**config.mk**
```make
export PLATFORM = sky130hd
export DESIGN_NAME = hci_ecc_scrubber
export DESIGN_NICKNAME = d
export VERILOG_FILES = /design/src/rtl/hci_ecc_scrubber.sv
export SDC_FILE = /design/constraint.sdc
export NUM_CORES = 1
export LEC_CHECK = 0
export CORE_MARGIN = 4
export CORE_UTILIZATION = 42
export DETAILED_ROUTE_END_ITERATION = 8
export PLACE_DENSITY_LB_ADDON = 0.15
export SLEW_MARGIN = 20
export SYNTH_ARGS = -nofsm -noshare
export SYNTH_HDL_FRONTEND = slang
export SYNTH_SLANG_ARGS = --single-unit
export TNS_END_PERCENT = 5
```
**constraint.sdc**
```tcl
create_clock -name clk_i -period 1.8 [get_ports clk_i]
set_input_delay 0.18 -clock clk_i [delete_from_list [all_inputs] [get_ports clk_i]]
set_output_delay 0.18 -clock clk_i [all_outputs]
set_load 0.01 [all_outputs]
```
**src/rtl/hci_ecc_scrubber.sv**
```systemverilog
// rtl/hci_ecc_scrubber.sv - background ECC scrubber sharing one TCDM bank port; optional error log via HCI_ECC_SCRUB_LOG_EN
module hci_ecc_scrubber #(
  parameter int unsigned   AW         = 32,
  parameter int unsigned   DW         = 32,
  parameter int unsigned   NUM_WORDS  = 1024,
  parameter logic [AW-1:0] BASE_ADDR  = '0,
  parameter int unsigned   INTERVAL_W = 16,
  parameter int unsigned   MAX_STALL  = 15,
  parameter int unsigned   CNT_W      = 16
) (
  input  logic                  clk_i,
  input  logic                  rst_i,
  input  logic                  scrub_en_i,
  input  logic [INTERVAL_W-1:0] interval_i,
  input  logic                  core_req_i,
  output logic                  core_gnt_o,
  output logic                  mem_req_o,
  input  logic                  mem_gnt_i,
  output logic                  mem_sel_scrub_o,
  output logic [AW-1:0]         mem_add_o,
  output logic                  mem_wen_o,
  output logic [DW-1:0]         mem_data_o,
  input  logic                  mem_r_valid_i,
  input  logic [DW-1:0]         mem_r_data_i,
  input  logic                  single_err_i,
  input  logic                  multi_err_i,
  output logic [CNT_W-1:0]      fix_cnt_o,
  output logic [CNT_W-1:0]      uncorr_cnt_o,
  output logic                  pass_done_o,
  output logic                  busy_o
`ifdef HCI_ECC_SCRUB_LOG_EN
  ,
  output logic [AW-1:0]         err_addr_o,
  output logic                  err_valid_o
`endif
);

  localparam int unsigned   IW         = (NUM_WORDS > 1) ? $clog2(NUM_WORDS) : 1;
  localparam int unsigned   SW         = (MAX_STALL > 0) ? $clog2(MAX_STALL + 1) : 1;
  localparam logic [IW-1:0] LAST_IDX   = IW'(NUM_WORDS - 1);
  localparam logic [SW-1:0] STALL_MAX  = SW'(MAX_STALL);
  localparam logic [AW-1:0] WORD_BYTES = AW'(DW / 8);

  typedef enum logic [1:0] {
    S_IDLE  = 2'd0,
    S_READ  = 2'd1,
    S_WAIT  = 2'd2,
    S_WRITE = 2'd3
  } state_e;

  state_e                state_q, state_d;
  logic [IW-1:0]         index_q, index_d;
  logic [INTERVAL_W-1:0] interval_q, interval_d;
  logic [SW-1:0]         stall_q, stall_d;
  logic [DW-1:0]         wdata_q, wdata_d;
  logic [CNT_W-1:0]      fix_q, fix_d;
  logic [CNT_W-1:0]      uncorr_q, uncorr_d;
  logic                  pass_q, pass_d;
  logic                  issue;
  logic                  advance;

  assign mem_add_o    = BASE_ADDR + AW'(index_q) * WORD_BYTES;
  assign mem_wen_o    = (state_q != S_WRITE);
  assign mem_data_o   = wdata_q;
  assign fix_cnt_o    = fix_q;
  assign uncorr_cnt_o = uncorr_q;
  assign pass_done_o  = pass_q;
  assign busy_o       = (state_q != S_IDLE);

  // Next-state, port arbitration and bookkeeping; the scrub only owns the port while issuing
  always_comb begin
    state_d         = state_q;
    index_d         = index_q;
    interval_d      = interval_q;
    stall_d         = stall_q;
    wdata_d         = wdata_q;
    fix_d           = fix_q;
    uncorr_d        = uncorr_q;
    pass_d          = 1'b0;
    advance         = 1'b0;
    mem_req_o       = core_req_i;
    core_gnt_o      = mem_gnt_i;
    mem_sel_scrub_o = 1'b0;
    issue           = ((state_q == S_READ) || (state_q == S_WRITE)) &&
                      (!core_req_i || (stall_q == STALL_MAX));

    case (state_q)
      S_IDLE: begin
        if (!scrub_en_i) begin
          interval_d = '0;
        end else if (interval_q == interval_i) begin
          interval_d = '0;
          state_d    = S_READ;
        end else begin
          interval_d = interval_q + INTERVAL_W'(1);
        end
      end
      S_READ, S_WRITE: begin
        if (issue) begin
          mem_req_o       = 1'b1;
          core_gnt_o      = 1'b0;
          mem_sel_scrub_o = 1'b1;
          if (mem_gnt_i) begin
            stall_d = '0;
            if (state_q == S_READ) state_d = S_WAIT;
            else                   advance = 1'b1;
          end
        end else begin
          // Blocked by the core; issue only happens at STALL_MAX so this cannot overflow
          stall_d = stall_q + SW'(1);
        end
      end
      S_WAIT: begin
        mem_req_o  = 1'b0;
        core_gnt_o = 1'b0;
        if (mem_r_valid_i && multi_err_i) begin
          if (uncorr_q != '1) uncorr_d = uncorr_q + CNT_W'(1);
          advance = 1'b1;
        end else if (mem_r_valid_i && single_err_i) begin
          if (fix_q != '1) fix_d = fix_q + CNT_W'(1);
          wdata_d = mem_r_data_i;
          state_d = S_WRITE;
        end else begin
          advance = 1'b1;
        end
      end
      default: state_d = S_IDLE;
    endcase

    if (advance) begin
      state_d = S_IDLE;
      if (index_q == LAST_IDX) begin
        index_d = '0;
        pass_d  = 1'b1;
      end else begin
        index_d = index_q + IW'(1);
      end
    end
  end

  // State and counter registers with synchronous reset
  always_ff @(posedge clk_i) begin
    if (rst_i) begin
      state_q    <= S_IDLE;
      index_q    <= '0;
      interval_q <= '0;
      stall_q    <= '0;
      wdata_q    <= '0;
      fix_q      <= '0;
      uncorr_q   <= '0;
      pass_q     <= 1'b0;
    end else begin
      state_q    <= state_d;
      index_q    <= index_d;
      interval_q <= interval_d;
      stall_q    <= stall_d;
      wdata_q    <= wdata_d;
      fix_q      <= fix_d;
      uncorr_q   <= uncorr_d;
      pass_q     <= pass_d;
    end
  end

`ifdef HCI_ECC_SCRUB_LOG_EN
  logic [AW-1:0] err_addr_q, err_addr_d;
  logic          err_valid_q, err_valid_d;

  // Remember the address of the latest decoder error; valid stays set until reset
  always_comb begin
    err_addr_d  = err_addr_q;
    err_valid_d = err_valid_q;
    if ((state_q == S_WAIT) && mem_r_valid_i && (single_err_i || multi_err_i)) begin
      err_addr_d  = mem_add_o;
      err_valid_d = 1'b1;
    end
  end

  // Error log registers
  always_ff @(posedge clk_i) begin
    if (rst_i) begin
      err_addr_q  <= '0;
      err_valid_q <= 1'b0;
    end else begin
      err_addr_q  <= err_addr_d;
      err_valid_q <= err_valid_d;
    end
  end

  assign err_addr_o  = err_addr_q;
  assign err_valid_o = err_valid_q;
`endif

endmodule

```
Word-level counts from Yosys, hierarchy flattened
Index checks and enable logic that the tools add are counted.
{ "word_totals": {"reg_bits": 97, "wordCells": 74, "output_inout_bits": 102} }
{ "op_classes": {"muxes": 26, "n_reduce_logical": 16, "n_addsub": 5, "n_bitwise": 2, "n_eq_ne": 17} }
{ "ops": {"columns": ["cell", "count"], "rows": [
  ["$add 16x1->16 const B", 3],
  ["$mux 16", 2],
  ["$ne 16x16->1 const B", 2],
  ["$ne 2x2->1 const B", 9],
  ["$eq 16x16->1", 1],
  ["$mux 2", 7],
  ["$add 10x1->10 const B", 1],
  ["$eq 10x10->1 const B", 1],
  ["$mux 1", 10],
  ["$mux 10", 1],
  ["$mux 4", 2],
  ["$reduce_and 7->1", 1],
  ["$pmux 1 s2", 3],
  ["$pmux 2 s3", 1],
  ["$reduce_and 3->1", 2],
  ["$reduce_or 2->1", 3],
  ["$add 4x1->4 const B", 1],
  ["$eq 2x2->1 const B", 2],
  ["$eq 4x4->1 const B", 1],
  ["$reduce_and 4->1", 1],
  ["$logic_and 1x1->1", 3],
  ["$eq 2x1->1 const B", 1],
  ["$logic_not 2->1", 1],
  ["$logic_or 1x1->1", 2],
  ["other kinds (4)", 5]
]} }

Depth between registers and ports, before layout
Gate-level depths: netlist (run 1).
{ "depth": {"ltp_word": 7, "mapped_depth": 8} }

Least setup slack after synthesis (run 1)
No wires, ideal clock.
{ "synth_timing": {"path_type": "reg-to-reg", "start": "reg stall_q[0]", "end": "reg index_q[5]", "setup_ps": 115, "stages_incl_launch_ff": 7, "synth_period_minus_slack_ps": 1791, "required_ps": 1685, "setup_slack_ps": 9, "arrival_time_ps": 1676, "cell_sequence": "dfxtp_1 -> ha_1 -> nand3_1 -> a21oi_4 -> o211ai_1 -> o21bai_1 -> o21ba_2"} }
{ "synth_between": {"elab_chain_cells": 5} }
{ "synth_rtl": {"columns": ["element", "line", "source"], "rows": [
  ["start: declaration", "54", "logic [SW-1:0] stall_q, stall_d;"],
  ["start signal: assignment", "156", "stall_q <= stall_d;"],
  ["$eq 4x4->1", "85", "(!core_req_i || (stall_q == STALL_MAX));"],
  ["$logic_or 1x1->1", "85", null],
  ["$logic_and 1x1->1", "84", "issue = ((state_q == S_READ) || (state_q == S_WRITE)) &&"],
  ["$mux 1", "99", "if (issue) begin"],
  ["$pmux 1 s2", "87", "case (state_q)"],
  ["end signal: assignment", "154", "index_q <= index_d;"],
  ["end: declaration", "52", "logic [IW-1:0] index_q, index_d;"]
]} }
Every way passes these cells.
A chain may end at the register's enable or synchronous reset.

Worst setup path after layout (run 1)
{ "layout_timing": {"start": "reg interval_q[0]", "end": "reg interval_q[15]"} }
{ "layout_between": {"elab_chain_cells": 3, "elab_cells_between_ends": 4, "classes_between": "add/sub: 1; eq/ne: 1; mux: 2"} }
{ "layout_rtl": {"columns": ["element", "line", "source"], "rows": [
  ["start: declaration", "53", "logic [INTERVAL_W-1:0] interval_q, interval_d;"],
  ["start signal: assignment", "155", "interval_q <= interval_d;"],
  ["$add 16x1->16 or $eq 16x16->1 (tied branches)", "95, 91", null],
  ["$mux 16 (*)", "91", "end else if (interval_q == interval_i) begin"],
  ["$mux 16 (*)", "89", "if (!scrub_en_i) begin"]
]} }
Every way passes the cells marked *; elsewhere a longest branch is shown, timed or not.

==> impl_metrics.toml, run 1 <==
[run_status]
status = "finished with violations"
violations = "negative setup slack"

[route]
drtIter0Drc = 255
drc = 0
wl_per_cell_um = 15.1
ant_nets = 0
totalWireLength_um = 13900
firstDrtPassIters = 4
via_per_inst = 5.19
vias = 4809

[floorplanning]
die_w_um = 115
die_area_um2 = 13200
start_util_pct = 43.5
die_h_um = 115
core-area_um2 = 11000
row_count = 38
boundaryPins = 158

[synth]
syn_avg_cell_area_um2 = 8.27
synthFlopType = "dfxtp_1"
netlist_area_um2 = 4800
yosys.area.top_type_share_pct = 40.5
yosysMostFrequentCell = "nand2_1"
yosysWarnings = 0
async_flop_share_pct = 0
synth_cells = 580
synth_top_cells_by_count = "102 x nand2_1, 97 x dfxtp_1, 49 x nor2_1, 43 x a21oi_1, 37 x xnor2_1"
synth_cell_types = 62
ys_seq_area_share_pct = 40.5
synth_top_cell_by_area = "dfxtp_1"
synthTopCellsByArea = "dfxtp_1 40%, nand2_1 8.0%, xnor2_1 6.8%"
ys_seq_elements = 97
synth_edf_count = 0

[clocking]
root_buffer = "clkbuf_16"
cts_buffer_depth = 2
cts.sinks = 97
cts_buffers = 9
clkLatencyLatePin_ns = 0.35
cts_hold_buf = 0
htree_num_levels = 3
clkTransAtPathRegs_ns = 0.06
tritoncts = "yes"

[place]
place_congestion = 0.857
io_buffers = 135
dp.cells = 908
dpl.hpwl_um = 10200

[pwr]
ir_worst_vdd_mv = 0.441
leakagePower_nw = 2.69
power.density_nw_per_um2 = 622

[sta]
finalSetupViolCount = 16
slew_headroom_pct = 58.4
finalCritPeriodShare_pct = 107
min_period_ns = 1.93
fin_skew_ns = 0.00853
slew_violations = 0
tightest_slew_ns = 0.623
final-hold-violation-count = 0
whs_ns = 0.329
max_freq_mhz = 517
rsz0062_at_grt = "yes"
setup_slack_ns = -0.135

[global_routing]
antenna_found_initial = 0
grt_pass1_vias = 4695
grt-ovfl-total = 0
grt_max_degree = 60
grt_pass1_wl_um = 22100
track_usage_pct = 20.4

[critical_path]
timing.rr.start = "interval_q[0]$_SDFFE_PP0P_"
critical_path.startpoint = "interval_q[0]$_SDFFE_PP0P_"
cp.required_ns = 2.03
cp_max_fo = 5
endpoint = "interval_q[15]$_SDFFE_PP0P_"
critical_path_class = "flop to flop"
rrSetupSlack_ns = -0.13
rr_worst_depth = 7
reg2reg_to = "interval_q[15]$_SDFFE_PP0P_"
cp.arrival_ns = 2.17
startpoint_type = "flop"
end_kind = "flop"

[cells_and_area]
fin_cells = 926
drive_gt1_share_pct = 18.6
nNetsFinal = 845
syn_to_final_growth_pct = 52.4
n_fill_cell = 941
antennaDiodeCount = 0

[hold_path]
hold_class = "primary input to flop"

[run]
drv_cap = 0
per-layer routing:
metal,GRT usage [%],routed length [µm]
met1,25.2,5850
met2,35.4,7200
met3,3.63,585
met4,8.06,299
met5,0,0
how the worst min path moves through the flow:
stage / endpoint / start / depth (start not counted)
6_report: index_q[6]$_SDFFE_PP0P_ / rst_i / 3
5_1_grt: fix_cnt_o[7]$_SDFFE_PP0P_ / rst_i / 3
4_1_cts: fix_cnt_o[14]$_SDFFE_PP0P_ / rst_i / 3
3_5_place_dp: mem_data_o[12]$_SDFFE_PP0P_ / mem_data_o[12]$_SDFFE_PP0P_ / 2
3_3_place_gp: mem_data_o[22]$_SDFFE_PP0P_ / mem_data_o[22]$_SDFFE_PP0P_ / 2
2_1_floorplan: mem_data_o[0]$_SDFFE_PP0P_ / mem_r_data_i[0] / 2
stage by stage:
step / setup TNS, ns / utilization, % / total power, mW / cell area (µm²) / worst slack, ns
final: -0.851 / 66.3 / 4.55 / 7310 / -0.135
after global routing: -1.85 / 66.3 / 4.68 / 7310 / -0.164
after CTS: -0.810 / 64.4 / 4.55 / 7100 / -0.106
after detailed placement: -8.14 / 61.2 / 2.53 / 6750 / -0.415
after global placement: -6.02 / 61.2 / 2.53 / 6750 / -0.336
after floorplan: 0 / - / 2.38 / 4870 / 0.00865
where the power goes:
part	internal (mW)	switching (mW)	leakage, nW
clock network	1.23	0.795	0.147
logic	0.209	0.148	1.75
registers	2.15	0.00939	0.787
area by class of cell:
type	instances	area [µm²]	area share, %
multi-input combinational	445	2720	37.2
clock inverter	3	67.6	0.924
clock buffer	10	239	3.27
tap	140	175	2.40
inverter	7	26.3	0.360
sequential	97	1960	26.8
timing repair buffer	224	2120	29.1
kinds of logic after synthesis:
group / share of synthesized area [%]
AO/OA/AOI/OAI: 13.9
XOR/XNOR: 9.47
adder cells (fa/ha/maj): 1.30
buffers and inverters: 7.04
flip-flops: 40.5
multiplexers: 0.861
other: 0.0782
AND/OR/NAND/NOR: 26.8
timing repair:
action	4_1_cts	5_1_grt
endpoints found under the setup margin	15	40
setup buffers	0	2
resized for setup	21	36
gates cloned	1	2
pin swaps	8	13
critical path, cell delays in order, from the launching register on:
cell and delay, ns:
dfxtp_4 0.36, xnor2_2 0.11, nand4_1 0.24, o41ai_4 0.41, buf_6 0.18, buf_12 0.11, and4bb_2 0.22, o22a_1 0.19
flip-flops by register name, indices dropped and copies added (netlist names):
signal	flops
uncorr_cnt_o	16
pass_done_o	1
interval_q	16
index_q	10
stall_q	4
mem_data_o	32
state_q	2
fix_cnt_o	16
layout by cell type, fill, tap and decap left out, types with 4 or more instances in the layout:
cell type	instances
clkdlybuf4s50_1	130
and2_1	6
nand2_1	102
nor3_1	16
a21oi_1	42
nand4_1	12
o211ai_1	6
and4_1	9
nor2_1	48
xor2_1	13
buf_12	4
nor4_1	4
nor2b_1	5
a211oi_1	7
inv_1	6
nand3_1	17
ha_1	4
xnor2_1	35
dfxtp_2	7
o21a_1	5
or3_1	5
conb_1	22
clkbuf_16	11
dfxtp_1	87
and3_1	10
o21ai_0	9
o21ai_1	4
nor4_2	4
buf_4	81
Note: power is estimated with default switching activity, not from simulation.
==> inputs of run 2 (changes only) <==
- CAP_MARGIN: default -> 10
==> results of run 2 <==
No change in the layout: final DEF, timing and power equal those of run 1.
==> inputs of run 3 (changes only) <==
- CAP_MARGIN: 10 -> 20
==> results of run 3 <==
No change in the layout: final DEF, timing and power equal those of run 1.
